==> src/rtl/alu_pkg.sv <==
// Shared ALU definitions: control encodings, flag positions, response payload
// and the control legality check used by the requester arbiter.
package alu_pkg;

    localparam int unsigned ALU_W  = 32;
    localparam int unsigned CTRL_W = 3;
    localparam int unsigned FLAG_W = 4;

    localparam logic [CTRL_W-1:0] ALU_ADD = 3'b000;
    localparam logic [CTRL_W-1:0] ALU_SUB = 3'b001;
    localparam logic [CTRL_W-1:0] ALU_AND = 3'b010;
    localparam logic [CTRL_W-1:0] ALU_OR  = 3'b011;
    localparam logic [CTRL_W-1:0] ALU_SLT = 3'b101;

    localparam int unsigned FLAG_N = 3;
    localparam int unsigned FLAG_Z = 2;
    localparam int unsigned FLAG_C = 1;
    localparam int unsigned FLAG_V = 0;

    // Payload captured into a response slot (tag is carried separately).
    typedef struct packed {
        logic [ALU_W-1:0]  result;
        logic [FLAG_W-1:0] flags;
        logic              err;
    } alu_rsp_t;

    function automatic logic ctrl_legal(input logic [CTRL_W-1:0] ctrl);
        case (ctrl)
            ALU_ADD, ALU_SUB, ALU_AND, ALU_OR, ALU_SLT: return 1'b1;
            default:                                    return 1'b0;
        endcase
    endfunction

endpackage

==> src/rtl/ALU_8.sv <==
// Shared 32-bit ALU: add/sub/and/or/slt with carry and overflow outputs.
// slt reports the raw sign of A-B without overflow correction.
module ALU_8
    import alu_pkg::*;
(
    input  logic [ALU_W-1:0]  a,
    input  logic [ALU_W-1:0]  b,
    input  logic [CTRL_W-1:0] ctrl,
    output logic [ALU_W-1:0]  result,
    output logic              zero,
    output logic              carry,
    output logic              overflow
);

    logic [ALU_W:0]   sum;
    logic [ALU_W-1:0] b_in;

    always_comb begin
        b_in     = ctrl[0] ? ~b : b;
        sum      = {1'b0, a} + {1'b0, b_in} + (ALU_W+1)'(ctrl[0]);
        carry    = sum[ALU_W] & ~ctrl[1];
        overflow = ~ctrl[1] & (a[ALU_W-1] ^ sum[ALU_W-1])
                 & ~(a[ALU_W-1] ^ b[ALU_W-1] ^ ctrl[0]);
        case (ctrl)
            ALU_ADD, ALU_SUB: result = sum[ALU_W-1:0];
            ALU_AND:          result = a & b;
            ALU_OR:           result = a | b;
            ALU_SLT:          result = {(ALU_W-1)'(0), sum[ALU_W-1]};
            default:          result = '0;
        endcase
        zero = (result == '0);
    end

endmodule

==> src/rtl/alu_arbiter.sv <==
// Round-robin arbiter sharing one ALU_8 between two requesters, with a
// single-entry registered response slot per requester.
module alu_arbiter
    import alu_pkg::*;
#(
    parameter int unsigned DATA_W = 32,
    parameter int unsigned TAG_W  = 4
) (
    input  logic              clk,
    input  logic              rst,

    input  logic              r0_valid,
    output logic              r0_ready,
    input  logic [DATA_W-1:0] r0_a,
    input  logic [DATA_W-1:0] r0_b,
    input  logic [2:0]        r0_ctrl,
    input  logic [TAG_W-1:0]  r0_tag,
    output logic              r0_rsp_valid,
    input  logic              r0_rsp_ready,
    output logic [DATA_W-1:0] r0_rsp_result,
    output logic [3:0]        r0_rsp_flags,
    output logic              r0_rsp_err,
    output logic [TAG_W-1:0]  r0_rsp_tag,

    input  logic              r1_valid,
    output logic              r1_ready,
    input  logic [DATA_W-1:0] r1_a,
    input  logic [DATA_W-1:0] r1_b,
    input  logic [2:0]        r1_ctrl,
    input  logic [TAG_W-1:0]  r1_tag,
    output logic              r1_rsp_valid,
    input  logic              r1_rsp_ready,
    output logic [DATA_W-1:0] r1_rsp_result,
    output logic [3:0]        r1_rsp_flags,
    output logic              r1_rsp_err,
    output logic [TAG_W-1:0]  r1_rsp_tag
);

    localparam int unsigned NREQ = 2;

    logic [NREQ-1:0]   req_valid;
    logic [NREQ-1:0]   rsp_ready;
    logic [NREQ-1:0]   slot_valid;
    logic [NREQ-1:0]   elig;
    logic [NREQ-1:0]   grant;
    logic              rr_ptr;

    logic [DATA_W-1:0] req_a    [NREQ];
    logic [DATA_W-1:0] req_b    [NREQ];
    logic [2:0]        req_ctrl [NREQ];
    logic [TAG_W-1:0]  req_tag  [NREQ];

    logic [DATA_W-1:0] alu_a;
    logic [DATA_W-1:0] alu_b;
    logic [2:0]        alu_ctrl;
    logic [TAG_W-1:0]  alu_tag;
    logic [DATA_W-1:0] alu_result;
    logic              alu_carry;
    logic              alu_ovf;
    logic              alu_zero_unused;
    logic              legal;

    alu_rsp_t          new_rsp;
    alu_rsp_t          slot_rsp [NREQ];
    logic [TAG_W-1:0]  slot_tag [NREQ];

    assign req_valid   = {r1_valid, r0_valid};
    assign rsp_ready   = {r1_rsp_ready, r0_rsp_ready};
    assign req_a[0]    = r0_a;
    assign req_a[1]    = r1_a;
    assign req_b[0]    = r0_b;
    assign req_b[1]    = r1_b;
    assign req_ctrl[0] = r0_ctrl;
    assign req_ctrl[1] = r1_ctrl;
    assign req_tag[0]  = r0_tag;
    assign req_tag[1]  = r1_tag;

    // A requester whose own slot is stuck never blocks the other one.
    always_comb begin
        elig  = req_valid & (~slot_valid | rsp_ready);
        grant = '0;
        if (!rst) begin
            grant = '0;
        end else if (&elig) begin
            grant[rr_ptr] = 1'b1;
        end else begin
            grant = elig;
        end
    end

    assign r0_ready = grant[0];
    assign r1_ready = grant[1];

    // Pointer moves to the loser only when both requesters contended.
    always_ff @(posedge clk) begin
        if (!rst) begin
            rr_ptr <= 1'b0;
        end else if (&elig) begin
            rr_ptr <= ~rr_ptr;
        end
    end

    always_comb begin
        alu_a    = grant[1] ? req_a[1]    : req_a[0];
        alu_b    = grant[1] ? req_b[1]    : req_b[0];
        alu_ctrl = grant[1] ? req_ctrl[1] : req_ctrl[0];
        alu_tag  = grant[1] ? req_tag[1]  : req_tag[0];
    end

    ALU_8 u_alu (
        .a        (alu_a),
        .b        (alu_b),
        .ctrl     (alu_ctrl),
        .result   (alu_result),
        .zero     (alu_zero_unused),
        .carry    (alu_carry),
        .overflow (alu_ovf)
    );

    // Illegal ops return a zero result but keep the computed C/V flags.
    always_comb begin
        legal                  = ctrl_legal(alu_ctrl);
        new_rsp                = '0;
        new_rsp.result         = legal ? alu_result : '0;
        new_rsp.flags[FLAG_N]  = new_rsp.result[DATA_W-1];
        new_rsp.flags[FLAG_Z]  = (new_rsp.result == '0);
        new_rsp.flags[FLAG_C]  = alu_carry;
        new_rsp.flags[FLAG_V]  = alu_ovf;
        new_rsp.err            = ~legal;
    end

    // Per-requester response slot: load beats drain, so no bubble on overlap.
    for (genvar i = 0; i < NREQ; i++) begin : g_slot
        always_ff @(posedge clk) begin
            if (!rst) begin
                slot_valid[i] <= 1'b0;
                slot_rsp[i]   <= '0;
                slot_tag[i]   <= '0;
            end else if (grant[i]) begin
                slot_valid[i] <= 1'b1;
                slot_rsp[i]   <= new_rsp;
                slot_tag[i]   <= alu_tag;
            end else if (slot_valid[i] && rsp_ready[i]) begin
                slot_valid[i] <= 1'b0;
            end
        end
    end

    assign r0_rsp_valid  = slot_valid[0];
    assign r0_rsp_result = slot_rsp[0].result;
    assign r0_rsp_flags  = slot_rsp[0].flags;
    assign r0_rsp_err    = slot_rsp[0].err;
    assign r0_rsp_tag    = slot_tag[0];

    assign r1_rsp_valid  = slot_valid[1];
    assign r1_rsp_result = slot_rsp[1].result;
    assign r1_rsp_flags  = slot_rsp[1].flags;
    assign r1_rsp_err    = slot_rsp[1].err;
    assign r1_rsp_tag    = slot_tag[1];

endmodule

==> config.mk <==
export PLATFORM = sky130hd
export DESIGN_NAME = alu_arbiter
export DESIGN_NICKNAME = d
export VERILOG_FILES = /design/src/rtl/alu_pkg.sv /design/src/rtl/ALU_8.sv /design/src/rtl/alu_arbiter.sv
export SDC_FILE = /design/constraint.sdc
export NUM_CORES = 1
export LEC_CHECK = 0
export ABC_AREA = 0
export CAP_MARGIN = 20
export CORE_MARGIN = 5
export CORE_UTILIZATION = 46
export DETAILED_ROUTE_END_ITERATION = 10
export PLACE_DENSITY_LB_ADDON = 0.3
export SLEW_MARGIN = 20
export SYNTH_ARGS = -nofsm -noshare
export SYNTH_HDL_FRONTEND = slang
export SYNTH_SLANG_ARGS = --single-unit
==> constraint.sdc <==
create_clock -name clk -period 10.2 [get_ports clk]
set_input_delay 2.04 -clock clk [delete_from_list [all_inputs] [get_ports clk]]
set_output_delay 2.04 -clock clk [all_outputs]
set_load 0.005 [all_outputs]
==> results.cfg, run 1 <==
[global_routing]
grt_first_pass_wirelength_um = 40900
antenna_found_initial = 0
grt_max_degree = 73
first_global_vias = 7488
grt.total_usage_pct = 26.1
grt_overflow = 0

[floorplan]
die_w_um = 139
ioPinCount = 234
die_area_um2 = 19300
core_um2 = 16400
initial_core_util_pct = 46.5
row_count = 47
die_y_um = 139

[outcome]
status = completed

[clock_tree]
clockBufferDepth = 2
cts_setup_buffers = 0
cts_hold_buf = 0
cts.sinks = 83
cts-buffers-inserted = 9
cts_resized = 0
htreeDepth = 3
clk_latency_ps = 340
cts_tree = yes
clkTransAtPathRegs_ps = 60
clock-root-buffer = clkbuf_16

[critical_path]
crit_required_ps = 10390
critPathKind = in2reg
start_kind = primary input
cpPeakStageDelay_ps = 1030
worst_setup_path_end_kind = flip-flop
critPathMaxFanout = 54
cp_num_buf_inv = 1
cpMaxStageDelayCell = mux2i_4
worstPathArrival_ps = 8380
critical_path.top_delay_family = simple AND/OR/NAND/NOR gates
critical_path.cell_chain = clkdlybuf4s50_1 > nor2b_4 > a211o_4 > mux2i_4 > xor2_1 > ha_1 > a211oi_1 > o22ai_1 > nor4_1 > a21oi_1 > xor2_1 > a21oi_1 > nand4_1 > or4_1 > or4b_1 > nor2_1

[power]
pwr-share-comb_pct = 46.2
p_int_mw = 0.903
p_total_mw = 1.41
power_switching_mw = 0.506
p_leak_nw = 4.03
p_sw_share_pct = 35.9
clkPwrFrac_pct = 24.2
peakVddDrop_uv = 89.2
p_per_area_nw_per_um2 = 135
seq_power_share_pct = 29.7

[drt]
drt_first_pass_iters = 5
num_vias = 8037
drtIter0Drc = 690
routed_wl_um = 26300
avgRoutedWirePerCell_um = 19.4
ant_nets = 0
drc = 0
viasPerCell = 5.91

[sta]
hold_violations = 0
finalMaxSlewViolations = 0
min_period_ps = 8190
fmax_ghz = 0.122
timing.final.crit_share_pct = 80.3
rsz0062_at_grt = false
finClkSkew_ps = 5.15
setup_viol = 0
tightestPinTransition_ps = 1120
tns_ps = 0
relSlewSlack_pct = 24.0

[synthesis]
ys.flop_type = edfxtp_1
synth_seq_cells = 83
async_flop_share_pct = 0
syn_inst = 940
synth_edf_count = 80
syn_area_um2 = 7620
synthDistinctLibCells = 67
yosysTopAreaCell = edfxtp_1
yosysMostFrequentCell = nand2_1
yosysWarnings = 0
synth_top_area_share_pct = 31.5
yosys-top-cells-count = nand2_1 (148), nor2_1 (116), edfxtp_1 (80), a21oi_1 (72), o21ai_0 (52)
synth.area.top_cells = edfxtp_1 (32%), nand2_1 (7.3%), mux2i_1 (5.9%), nor2_1 (5.7%), ha_1 (5.4%)
synth_area_per_cell_um2 = 8.11
ys_seq_area_share_pct = 32.3
synth_fp_nets = 1122

[cells_and_area]
final_nets = 1316
final_cells = 1359
final_area_um2 = 10400
layout-drive-gt1-share_pct = 3.69
area_delta_synth_final_pct = 36.5
num_antenna_cells = 0

[placement]
place_congestion = 0.959
placed_area_um2 = 10100
detailedPlacementHpwl_um = 20200
io_buffers = 233
post-place-cells = 1343

[min_path]
hp-class = reg2reg

[job]
maxCapViolations = 0
stage by stage:
stage          util [%]  setup WS (ps)  hold WS (ps)
5_1_grt            63.4           1710           669
6_report           63.4           2010           596
3_3_place_gp       61.5           1840           587
3_5_place_dp       61.5           1820           593
2_1_floorplan         -           2450           552
4_1_cts            63.4           2130           599
sequential cells by signal (all words and copies together) (netlist names):
signal	cells
r1_rsp_valid	1
slot_tag	8
rr_ptr	1
r0_rsp_valid	1
slot_rsp	72
cell families after synthesis:
family	share of synthesized area, %
simple gates	22.2
compound gates	19.9
flops	32.3
buf+inv	4.32
fa+ha+maj	8.57
xor+xnor	5.86
mux	6.88
final cells by class:
class / count / area (µm²)
Timing Repair Buffer: 243 / 2410
Tap cell: 220 / 275
Multi-Input combinational cell: 775 / 4860
Clock inverter: 7 / 92.6
Clock buffer: 9 / 225
Inverter: 22 / 85.1
Fill cell: 1381 / 6000
Sequential cell: 83 / 2460
worst reg2reg max path: stages, from the launching register on:
cell,delay (ps)
dfxtp_1,310
nand2b_1,180
a211o_4,590
mux2i_4,1060
xor2_1,160
ha_1,450
a211oi_1,330
o22ai_1,170
nor4_1,530
a21oi_1,290
xor2_1,200
a21oi_1,460
nand4_1,140
or4_1,610
or4b_1,510
nor2_1,140
per-layer routing:
| layer | global-route usage, % | share of wire [%] | vias up |
|---|---|---|---|
| met2 | 41.8 | 45 | 384 |
| met3 | 3.55 | 7.5 | 50 |
| met1 | 36.7 | 44 | 3784 |
| li1 | - | - | 3819 |
| met5 | 0 | 0 | - |
| met4 | 8.65 | 2.7 | 0 |
worst paths after layout:
check / cells after the start / from / slack (ps) / end
worst min-delay path: 2 / r1_rsp_valid / 600 / r1_rsp_valid
worst max register to register: 15 / r0_rsp_valid / 3950 / slot_rsp[1][3]
worst min register to register: 2 / r1_rsp_valid / 600 / r1_rsp_valid
worst max-delay path: 16 / r0_valid / 2010 / slot_rsp[1][3]
power groups by stage:
stage          combinational (mW)  clock, mW  sequential [mW]
2_1_floorplan               0.385          0            0.429
3_3_place_gp                0.637          0            0.426
3_5_place_dp                0.638          0            0.426
4_1_cts                     0.642      0.344            0.419
5_1_grt                     0.707      0.362            0.421
6_report                    0.650      0.340            0.418
layout by cell type, fill, tap and decap left out, drive strengths merged, types with 4 or more instances in the layout:
master,n
clkbuf,9
buf,10
and3,5
ha,33
and2,8
a21oi,72
nand3,25
inv,22
o31ai,6
a311oi,7
nand4,15
o22ai,8
a21o,14
a211o,4
nor2b,11
edfxtp,80
mux2i,46
clkdlybuf4s50,233
nand2,148
a211oi,18
nor3,16
o31a,5
or3,5
xnor2,14
xor2,37
o21bai,7
o21ai,52
nand2b,5
nor4,13
a21boi,4
a31oi,10
nor2,116
o21a,8
maj3,22
mux2,5
Note: power is estimated with default switching activity, not from simulation.
==> run 2: changes to the inputs <==
- CORE_UTILIZATION: 46 -> 44
- clock period: 10.2 -> 7.05 ns (I/O delays scaled with it)
==> results.cfg, run 2 (synthesis results as in run 1) <==
[min_path]
hp-class = reg2reg
hold_depth = 2
worstHoldEndpoint = r1_rsp_valid
hold_start = r1_rsp_valid

[clock_tree]
clk_latency_ps = 330
cts_hold_buf = 0
cts_tree = yes
cts-buffers-inserted = 9
cts.sinks = 83
clock-root-buffer = clkbuf_16
cts_setup_buffers = 0
clkTransAtPathRegs_ps = 60
clockBufferDepth = 2
cts_resized = 0
htreeDepth = 3

[outcome]
status = completed

[placement]
dpl_worst_slack_ps = 71.8
detailedPlacementHpwl_um = 20800
placed_area_um2 = 10300
io_buffers = 233
place_congestion = 0.952
post-place-cells = 1369

[drt]
ant_nets = 0
routed_wl_um = 26200
viasPerCell = 5.74
drc = 0
drtIter0Drc = 585
drt_first_pass_iters = 5
avgRoutedWirePerCell_um = 18.9
num_vias = 7953

[global_routing]
grt_max_degree = 81
grt_first_pass_wirelength_um = 40100
grt.total_usage_pct = 25.1
grt_overflow = 0
first_global_vias = 7506
antenna_found_initial = 0

[floorplan]
die_area_um2 = 20100
initial_core_util_pct = 44.4
core_um2 = 17200
die_w_um = 142
die_y_um = 142
row_count = 48
ioPinCount = 234

[cells_and_area]
final_area_um2 = 10600
reg_top3 = slot_rsp: 72 flops, slot_tag: 8 flops
num_antenna_cells = 0
top_register = slot_rsp
final_cell_mix = clkdlybuf4s50_1 (233), nand2_1 (146), nor2_1 (116)
final_cells = 1385
layout_commonest_cell = clkdlybuf4s50_1
layout-drive-gt1-share_pct = 5.52
fin_util_pct = 61.7
largest_register_ffs = 72
area_delta_synth_final_pct = 39.0
final_nets = 1337

[critical_path]
r2r_setup_slack_ps = 1620
cpPeakStageDelay_ps = 550
rr_worst_depth = 18
worst_setup_path_end_kind = flip-flop
r2r-start = r0_rsp_valid
critPathKind = in2reg
critical_path.cell_chain = clkdlybuf4s50_1 > nand2b_1 > a211o_4 > inv_4 > buf_4 > mux2i_1 > xor2_1 > inv_1 > fa_1 > nor2b_1 > o31a_1 > a21oi_1 > o22ai_1 > nor4b_1 > and4_1 > nand4_1 > or4_1 > or4b_1 > nor2_1
worstPathArrival_ps = 6840
crit_required_ps = 7230
r2r_end = slot_rsp[1][3]
critPathMaxFanout = 29
cpMaxStageDelayCell = or4_1
start_kind = primary input

[sta]
timing.final.crit_share_pct = 94.4
hold_violations = 0
min_period_ps = 6650
finalMaxSlewViolations = 0
setup_viol = 0
fin_hold_ws_ps = 607
relSlewSlack_pct = 34.6
tns_ps = 0
rsz0062_at_grt = false
setup_slack_ps = 397
tightestPinTransition_ps = 978
fmax_ghz = 0.150
finClkSkew_ps = 5.52

[power]
peakVddDrop_uv = 139
p_leak_nw = 4.13
p_per_area_nw_per_um2 = 195
p_total_mw = 2.07

[job]
maxCapViolations = 0
==> run 2: cell types whose count changed in the layout (fill, tap and decap cells not counted), sizes merged <==
cell,change
buf,+21
clkbuf,+1
clkinv,-3
clkinvlp,+2
==> run 2: worst max-delay path by stage <==
stage / start / endpoint / slack (ps) / cells after the start
after floorplan: r0_rsp_ready / slot_rsp[1][3] / 110 / 22
after global placement: rst / slot_rsp[0][3] / 200 / 19
after detailed placement: r0_rsp_ready / slot_rsp[1][3] / 70 / 19
after CTS: r0_rsp_ready / slot_rsp[1][3] / 410 / 19
after global routing: rst / slot_rsp[0][3] / 110 / 19
final: r0_rsp_ready / slot_rsp[1][3] / 400 / 19
==> run 2: cell type report <==
| cell class | count | area, µm² |
|---|---|---|
| inverters | 22 | 85.1 |
| well taps | 225 | 282 |
| clock buffers | 10 | 229 |
| flip-flops and latches | 83 | 2460 |
| repair buffers | 264 | 2590 |
| multi-input cells | 775 | 4860 |
| fillers | 1559 | 6580 |
| clock inverters | 6 | 90.1 |
==> run 2: routing by layer <==
layer	share of wire [%]	global-route usage, %	vias up	wire [µm]
met5	0	0	-	0
li1	-	-	3863	-
met2	46	40.8	327	12100
met3	7.2	3.03	44	1880
met4	2.6	8.74	0	676
met1	44	34.7	3719	11500
==> run 2: report_power, final <==
part	internal [mW]	switching [mW]	leakage, nW
Clock	0.310	0.182	0.141
Combinational	0.433	0.537	3.10
Sequential	0.592	0.0139	0.891
==> run 2: worst max-delay path, delay by kind of cell <==
| kind | cells | cell delay (ps) |
|---|---|---|
| compound gates | 4 | 1090 |
| simple gates | 8 | 2360 |
| buf+inv | 4 | 1040 |
| fa+ha+maj | 1 | 420 |
| xor+xnor | 1 | 210 |
| mux | 1 | 260 |
